<file path="src/rtl/fifo_ctrl_pkg.sv">
// -----------------------------------------------------------------------------
// fifo_ctrl_pkg
// Shared definitions for the FIFO write-side arbitration logic.
//   arb_state_t : arbiter FSM states (IDLE, GRANT, BURST)
//   clog2()     : ceiling log2, usable in constant expressions such as port
//                 widths (clog2(1) = 0)
// -----------------------------------------------------------------------------
package fifo_ctrl_pkg;

    typedef enum logic [1:0] {
        IDLE  = 2'd0,
        GRANT = 2'd1,
        BURST = 2'd2
    } arb_state_t;

    function automatic int clog2(input int value);
        int result;
        int v;
        result = 0;
        v      = value - 1;
        while (v > 0) begin
            result = result + 1;
            v      = v >> 1;
        end
        return result;
    endfunction

endpackage

</file>
<file path="src/rtl/rr_pick.sv">
// -----------------------------------------------------------------------------
// rr_pick
// Purely combinational masked round-robin priority pick.
// The lowest-indexed request at or above ptr wins; if none exists the search
// wraps and the lowest-indexed request overall wins.
// Parameters:
//   N  : number of requesters
//   PW : pointer width, must be able to hold N-1
// Ports:
//   req    [N-1:0]  in  : request vector
//   ptr    [PW-1:0] in  : search start index (0..N-1)
//   winner [N-1:0]  out : one-hot winner (all zero when no request)
//   valid           out : at least one request present
// -----------------------------------------------------------------------------
module rr_pick #(
    parameter int N  = 4,
    parameter int PW = 2
) (
    input  logic [N-1:0]  req,
    input  logic [PW-1:0] ptr,
    output logic [N-1:0]  winner,
    output logic          valid
);

    logic [N-1:0] upper_mask;
    logic [N-1:0] masked_req;

    genvar gi;
    generate
        for (gi = 0; gi < N; gi++) begin : g_mask
            assign upper_mask[gi] = (PW'(gi) >= ptr);
        end
    endgenerate

    assign masked_req = req & upper_mask;

    // x & (~x + 1) isolates the lowest set bit of x.
    always_comb begin
        if (masked_req != '0) begin
            winner = masked_req & (~masked_req + N'(1));
        end else begin
            winner = req & (~req + N'(1));
        end
    end

    assign valid = |req;

endmodule

</file>
<file path="src/rtl/fifo_wr_arbiter.sv">
// -----------------------------------------------------------------------------
// fifo_wr_arbiter
// Round-robin arbiter that lets N_REQ requesters write into one downstream
// FIFO. Free FIFO slots are tracked with a credit counter so the FIFO is never
// overrun, independent of its (lagging) full flag. Grant, write strobe and
// write data are registered and appear one cycle after the sampled request.
//
// Optional feature (macro FIFO_ARB_BURST_EN): the current winner may keep the
// grant for up to MAX_BURST consecutive beats while its request stays high.
// Without the macro the arbiter is strict single-beat round-robin.
//
// Ports:
//   clk         in  : clock, rising edge
//   reset       in  : asynchronous, active-high reset
//   req         in  : per-requester write request (level)
//   req_data    in  : packed request data, requester i at [i*DATA_WIDTH +: DATA_WIDTH]
//   gnt         out : one-hot registered grant (word accepted this cycle)
//   fifo_wr_en  out : registered FIFO write strobe
//   fifo_din    out : registered FIFO write data (holds when idle)
//   fifo_rd_en  in  : consumer read strobe of the same FIFO (credit return)
//   credits     out : free FIFO slots as tracked by the arbiter
//
// The downstream FIFO must be reset together with this block, otherwise the
// credit count and the FIFO occupancy disagree.
// -----------------------------------------------------------------------------
module fifo_wr_arbiter
    import fifo_ctrl_pkg::*;
#(
    parameter int DATA_WIDTH = 8,
    parameter int N_REQ      = 4,
    parameter int FIFO_DEPTH = 4,
    parameter int MAX_BURST  = 4
) (
    input  logic                             clk,
    input  logic                             reset,
    input  logic [N_REQ-1:0]                 req,
    input  logic [N_REQ*DATA_WIDTH-1:0]      req_data,
    output logic [N_REQ-1:0]                 gnt,
    output logic                             fifo_wr_en,
    output logic [DATA_WIDTH-1:0]            fifo_din,
    input  logic                             fifo_rd_en,
    output logic [clog2(FIFO_DEPTH+1)-1:0]   credits
);

    localparam int PW = clog2(N_REQ);
    localparam int CW = clog2(FIFO_DEPTH + 1);
    localparam int BW = clog2(MAX_BURST + 1);

`ifdef FIFO_ARB_BURST_EN
    localparam bit BURST_EN = 1'b1;
`else
    localparam bit BURST_EN = 1'b0;
`endif

    arb_state_t              state_reg, state_next;
    logic [PW-1:0]           ptr_reg, ptr_next;
    logic [PW-1:0]           last_reg, last_next;
    logic [BW-1:0]           burst_cnt_reg, burst_cnt_next;
    logic [CW-1:0]           credits_reg, credits_next;
    logic [N_REQ-1:0]        gnt_reg, gnt_next;
    logic                    wr_en_reg, wr_en_next;
    logic [DATA_WIDTH-1:0]   din_reg, din_next;

    logic [N_REQ-1:0]        pick_onehot;
    logic                    any_req;
    logic                    can_write;
    logic                    keep;
    logic                    grant;
    logic                    rd_ok;
    logic [N_REQ-1:0]        win_onehot;
    logic [PW-1:0]           win_idx;
    logic [DATA_WIDTH-1:0]   win_word;

    rr_pick #(
        .N  (N_REQ),
        .PW (PW)
    ) u_rr_pick (
        .req    (req),
        .ptr    (ptr_reg),
        .winner (pick_onehot),
        .valid  (any_req)
    );

    assign can_write = (credits_reg != '0);

    // A burst continues only if the previous cycle granted (state not IDLE),
    // the same requester still asks, and its beat budget is not used up.
    // With the feature disabled BURST_EN is constant zero and BURST is
    // unreachable.
    assign keep = BURST_EN && (state_reg != IDLE) && req[last_reg]
                  && (burst_cnt_reg < BW'(MAX_BURST));

    // A credit returns only if the arbiter thinks something is stored; a read
    // of an empty FIFO must not create a phantom slot.
    assign rd_ok = fifo_rd_en && (credits_reg != CW'(FIFO_DEPTH));

    // Winner selection and its data word.
    always_comb begin
        win_onehot = '0;
        if (keep) begin
            win_onehot[last_reg] = 1'b1;
        end else begin
            win_onehot = pick_onehot;
        end
        win_idx  = '0;
        win_word = '0;
        for (int i = 0; i < N_REQ; i++) begin
            if (win_onehot[i]) begin
                win_idx  = PW'(i);
                win_word = req_data[i*DATA_WIDTH +: DATA_WIDTH];
            end
        end
    end

    // Next-state and registered-output logic.
    always_comb begin
        state_next = state_reg;
        case (state_reg)
            IDLE: begin
                if (any_req && can_write) begin
                    state_next = GRANT;
                end
            end
            GRANT, BURST: begin
                if (!any_req || !can_write) begin
                    state_next = IDLE;
                end else if (keep) begin
                    state_next = BURST;
                end else begin
                    state_next = GRANT;
                end
            end
            default: state_next = IDLE;
        endcase

        grant          = (state_next != IDLE);
        gnt_next       = '0;
        wr_en_next     = 1'b0;
        din_next       = din_reg;
        ptr_next       = ptr_reg;
        last_next      = last_reg;
        burst_cnt_next = '0;

        if (grant) begin
            gnt_next   = win_onehot;
            wr_en_next = 1'b1;
            din_next   = win_word;
            last_next  = win_idx;
            ptr_next   = (win_idx == PW'(N_REQ - 1)) ? '0 : win_idx + PW'(1);
            burst_cnt_next = keep ? burst_cnt_reg + BW'(1) : BW'(1);
        end

        credits_next = credits_reg;
        case ({grant, rd_ok})
            2'b10:   credits_next = credits_reg - CW'(1);
            2'b01:   credits_next = credits_reg + CW'(1);
            default: credits_next = credits_reg;
        endcase
    end

    always_ff @(posedge clk or posedge reset) begin
        if (reset) begin
            state_reg     <= IDLE;
            ptr_reg       <= '0;
            last_reg      <= '0;
            burst_cnt_reg <= '0;
            credits_reg   <= CW'(FIFO_DEPTH);
            gnt_reg       <= '0;
            wr_en_reg     <= 1'b0;
            din_reg       <= '0;
        end else begin
            state_reg     <= state_next;
            ptr_reg       <= ptr_next;
            last_reg      <= last_next;
            burst_cnt_reg <= burst_cnt_next;
            credits_reg   <= credits_next;
            gnt_reg       <= gnt_next;
            wr_en_reg     <= wr_en_next;
            din_reg       <= din_next;
        end
    end

    assign gnt        = gnt_reg;
    assign fifo_wr_en = wr_en_reg;
    assign fifo_din   = din_reg;
    assign credits    = credits_reg;

endmodule

</file>
<file path="config.mk">
export PLATFORM = sky130hd
export DESIGN_NAME = fifo_wr_arbiter
export DESIGN_NICKNAME = d
export VERILOG_FILES = /design/src/rtl/fifo_ctrl_pkg.sv /design/src/rtl/rr_pick.sv /design/src/rtl/fifo_wr_arbiter.sv
export SDC_FILE = /design/constraint.sdc
export NUM_CORES = 1
export LEC_CHECK = 0
export CELL_PAD_IN_SITES_DETAIL_PLACEMENT = 2
export CELL_PAD_IN_SITES_GLOBAL_PLACEMENT = 2
export CORE_UTILIZATION = 23
export CTS_CLUSTER_SIZE = 20
export DETAILED_ROUTE_END_ITERATION = 12
export PLACE_DENSITY_LB_ADDON = 0.3
export RECOVER_POWER = 25
export SETUP_SLACK_MARGIN = 0.02
export SYNTH_ARGS = -nofsm -noshare
export SYNTH_HDL_FRONTEND = slang
export SYNTH_SLANG_ARGS = --single-unit
</file>
<file path="constraint.sdc">
create_clock -name clk -period 3.55 [get_ports clk]
set_input_delay 0.5325 -clock clk [delete_from_list [all_inputs] [get_ports clk]]
set_output_delay 0.5325 -clock clk [all_outputs]
set_load 0.01 [all_outputs]
</file>
==> results.yml <==
logic_synthesis:
  synthXorXnorAreaFrac_pct: 2.117
  total_number_of_yosys_warnings: 0
  synth.area.top_cells: "sky130_fd_sc_hd__dfrtp_1, sky130_fd_sc_hd__nand2_1, sky130_fd_sc_hd__nor2_1"
  synth_top_area_share_pct: 38.31
  syn_nets: 178
  synth-seq-cells: 20
  synth_area_per_cell_um2: 9.194
  synth_top_family_by_area: "compound AO/OA/AOI/OAI gates"
  seq_area_frac_synth_pct: 40.42
  synth_largest_area_cell: "sky130_fd_sc_hd__dfrtp_1"
  synth_compound_gate_area_share_pct: 26.11
  netlist_area_um2: 1241
  synth-simple-area-share_pct: 16.94
  netlist_instances: 135
  yosys-mux-area-fraction_pct: 0.9073
  yosys.area_share.adder_pct: 4.637
  synth.lib_cells_used.distinct: 38
layout:
  layout.nets: 234
  layout-drive-gt1-share_pct: 11.58
  final_area_um2: 1901
  insertedDiodeCount: 0
  area.growth.synth_to_final_pct: 53.12
  layout_common_cells: "sky130_fd_sc_hd__clkdlybuf4s50_1, sky130_fd_sc_hd__nand2_1, sky130_fd_sc_hd__dfrtp_1, sky130_fd_sc_hd__nor2_1, sky130_fd_sc_hd__inv_1"
  post-route-util_pct: 36.98
  mostFrequentLayoutCell: "sky130_fd_sc_hd__clkdlybuf4s50_1"
  largest_register_ffs: 8
cts:
  holdBufCountCts: 0
  clock_latency_ns: 0.25
  postCtsResizedCells: 0
  cts_made_buffers: 3
  cts_htree_levels: 1
  path_clk_slew_ns: 0.07
  post_cts_setup_repair_bufs: 0
  clock_tree.buffer_depth: 2
  cts_tree: "yes"
  cts_root_buffer: "sky130_fd_sc_hd__clkbuf_8"
  clock-sinks: 20
hold_path:
  min-delay-path-class: "register to register"
placement:
  buffer_ports.inserted: 54
  place_hpwl_um: 3218
  finalWeightedCongestion: 0.8024
  dpl-instance-area_um2: 1846
  dpl_worst_slack_ns: 0.2436
drt:
  detailroute.via_count: 1198
  wl_per_cell_um: 15.03
  vias_per_cell: 4.608
  drtAntennaViolNets: 0
  post-route-drc-count: 0
  detail_route.first_pass.iterations: 4
  postRouteWirelength_um: 3909
  initialDrtViolationCount: 38
die:
  floorplan.initialDensity_pct: 24.15
  floorplan.rows: 26
  boundaryPins: 55
  die_width_um: 75.46
  fp.dieH_um: 75.46
  floorplan_die_area_um2: 5694
  core_area_um2: 5140
power_and_ir_drop:
  ir_worst_vdd_v: 0.0001993
  p_total_mw: 1.420
  pwr_density_cell_nw_per_um2: 747.3
  p_leak_nw: 0.7836
critical_path:
  critical-path-max-stage-delay_ns: 0.62
  critical_path.top_delay_family: "simple AND/OR/NAND/NOR gates"
  timing.critical_path.mode_cell: "sky130_fd_sc_hd__xor2_1"
  start_kind: "input port"
  critical_path_class: "input port to register"
  worstPathCellList: "clkdlybuf4s50_1 -> or4_4 -> a22o_2 -> a21oi_4 -> ha_1 -> inv_1 -> fa_1 -> xor2_1 -> nor2_1 -> xor2_1"
  critical_path.n_buffers_inverters: 2
  worstSetupEndpointType: "register"
  critPathRequiredTime_ns: 3.73
  maximum_net_fanout_on_the_critical_path: 6
  worstPathArrival_ns: 3.21
  cpMaxStageDelayCell: "sky130_fd_sc_hd__or4_4"
grt:
  grt_pass1_wl_um: 6382
  grt_util_all_layers_pct: 15.15
  antenna_found_initial: 0
  grt_start_max_net_pins: 26
  gr-total-overflow: 0
  grt_pass1_vias: 1282
timing:
  timing.final.max_slew_violations: 0
  timing_hold_violations_final: 0
  finalCriticalPeriod_ns: 3.025
  grt_setup_unrepaired: "no"
  worst_slack_ns: 0.5253
  fmax_ghz: 0.3306
  setup-tns-final_ns: 0
  timing_worst_slew_pin_value_ns: 0.7658
  final.setup_skew_ns: 0.0008829
  worst_slew_margin_rel_pct: 48.89
  timing.final.crit_share_pct: 85.20
  finalSetupViolCount: 0
outcome:
  outcome: "complete, no violations"
job:
  drv.max_cap_violation_count: 0
==> synth_stat cells (all sizes together) <==
master and n:
ha 3, o211ai 1, a21boi 1, o31a 1, dfstp 1, a21oi 4, o22ai 8, a311oi 1
nor3 3, dfrtp 19, or4 1, nor2 17, o221ai 1, or3 1, and2 1, nor3b 2
inv 15, a211oi 9, nand2 19, clkbuf 3, buf 4, xnor2 1, xor2 2, and2b 1
nor2b 1, o21ai 2, a22o 1, o31ai 8, nand2b 1, mux2 1, fa 1, o221a 1
==> through the flow <==
stage | std cells | hold slack, ns
2_1_floorplan | 135 | 0.4956
3_3_place_gp | 256 | 0.4677
3_5_place_dp | 256 | 0.4828
4_1_cts | 260 | 0.4996
5_1_grt | 260 | 0.5121
6_report | 260 | 0.4948
==> final timing paths <==
kind                                   from  slack [ns]          end  cells after the start
worst max-delay path                 req[1]        0.53   credits[2]                     10
max in group asynchronous             reset        2.21   credits[0]                      2
worst min-delay path            fifo_din[0]        0.49  fifo_din[0]                      2
worst max register to register   credits[1]        1.06   credits[2]                      9
worst min register to register  fifo_din[0]        0.49  fifo_din[0]                      2
min in group asynchronous             reset        0.86       gnt[3]                      2
==> layer usage <==
layer	share of wire, %	GRT usage (%)	vias to the layer above	wire length [um]
li1	-	-	579	-
met5	0	0	-	0
met1	45	18.66	575	1758
met4	1.3	4.938	0	51
met3	4.0	1.852	5	158
met2	50	27.38	39	1941
==> cell type report <==
type | count | area [um2]
Tap cell | 70 | 87.58
Inverter | 15 | 56.30
Clock buffer | 4 | 55.05
Fill cell | 592 | 3239
Multi-Input combinational cell | 93 | 629.4
Timing Repair Buffer | 58 | 570.5
Sequential cell | 20 | 501.7
==> power breakdown <==
part / internal [mW] / switching [mW]
clock: 0.0986 / 0.0739
combinational: 0.409 / 0.408
sequential: 0.340 / 0.0903
==> cell families (layout without fill, tap and decap cells) <==
| logic type | Yosys count | count (layout) |
|---|---|---|
| fa+ha+maj | 4 | 4 |
| mux | 1 | 1 |
| flops | 20 | 20 |
| xor+xnor | 3 | 3 |
| compound gates | 38 | 38 |
| buf+inv | 22 | 77 |
| simple gates | 47 | 47 |
==> worst reg2reg max path: cells and delay by family (launching register included) <==
family                   cells  cell delay (ns)
buffers and inverters        1             0.06
adder cells (fa/ha/maj)      2             0.58
XOR/XNOR                     2             0.34
AO/OA/AOI/OAI                2             0.43
AND/OR/NAND/NOR              2             0.56
flip-flops                   1             0.43
Note: power is estimated with default switching activity, not from simulation.
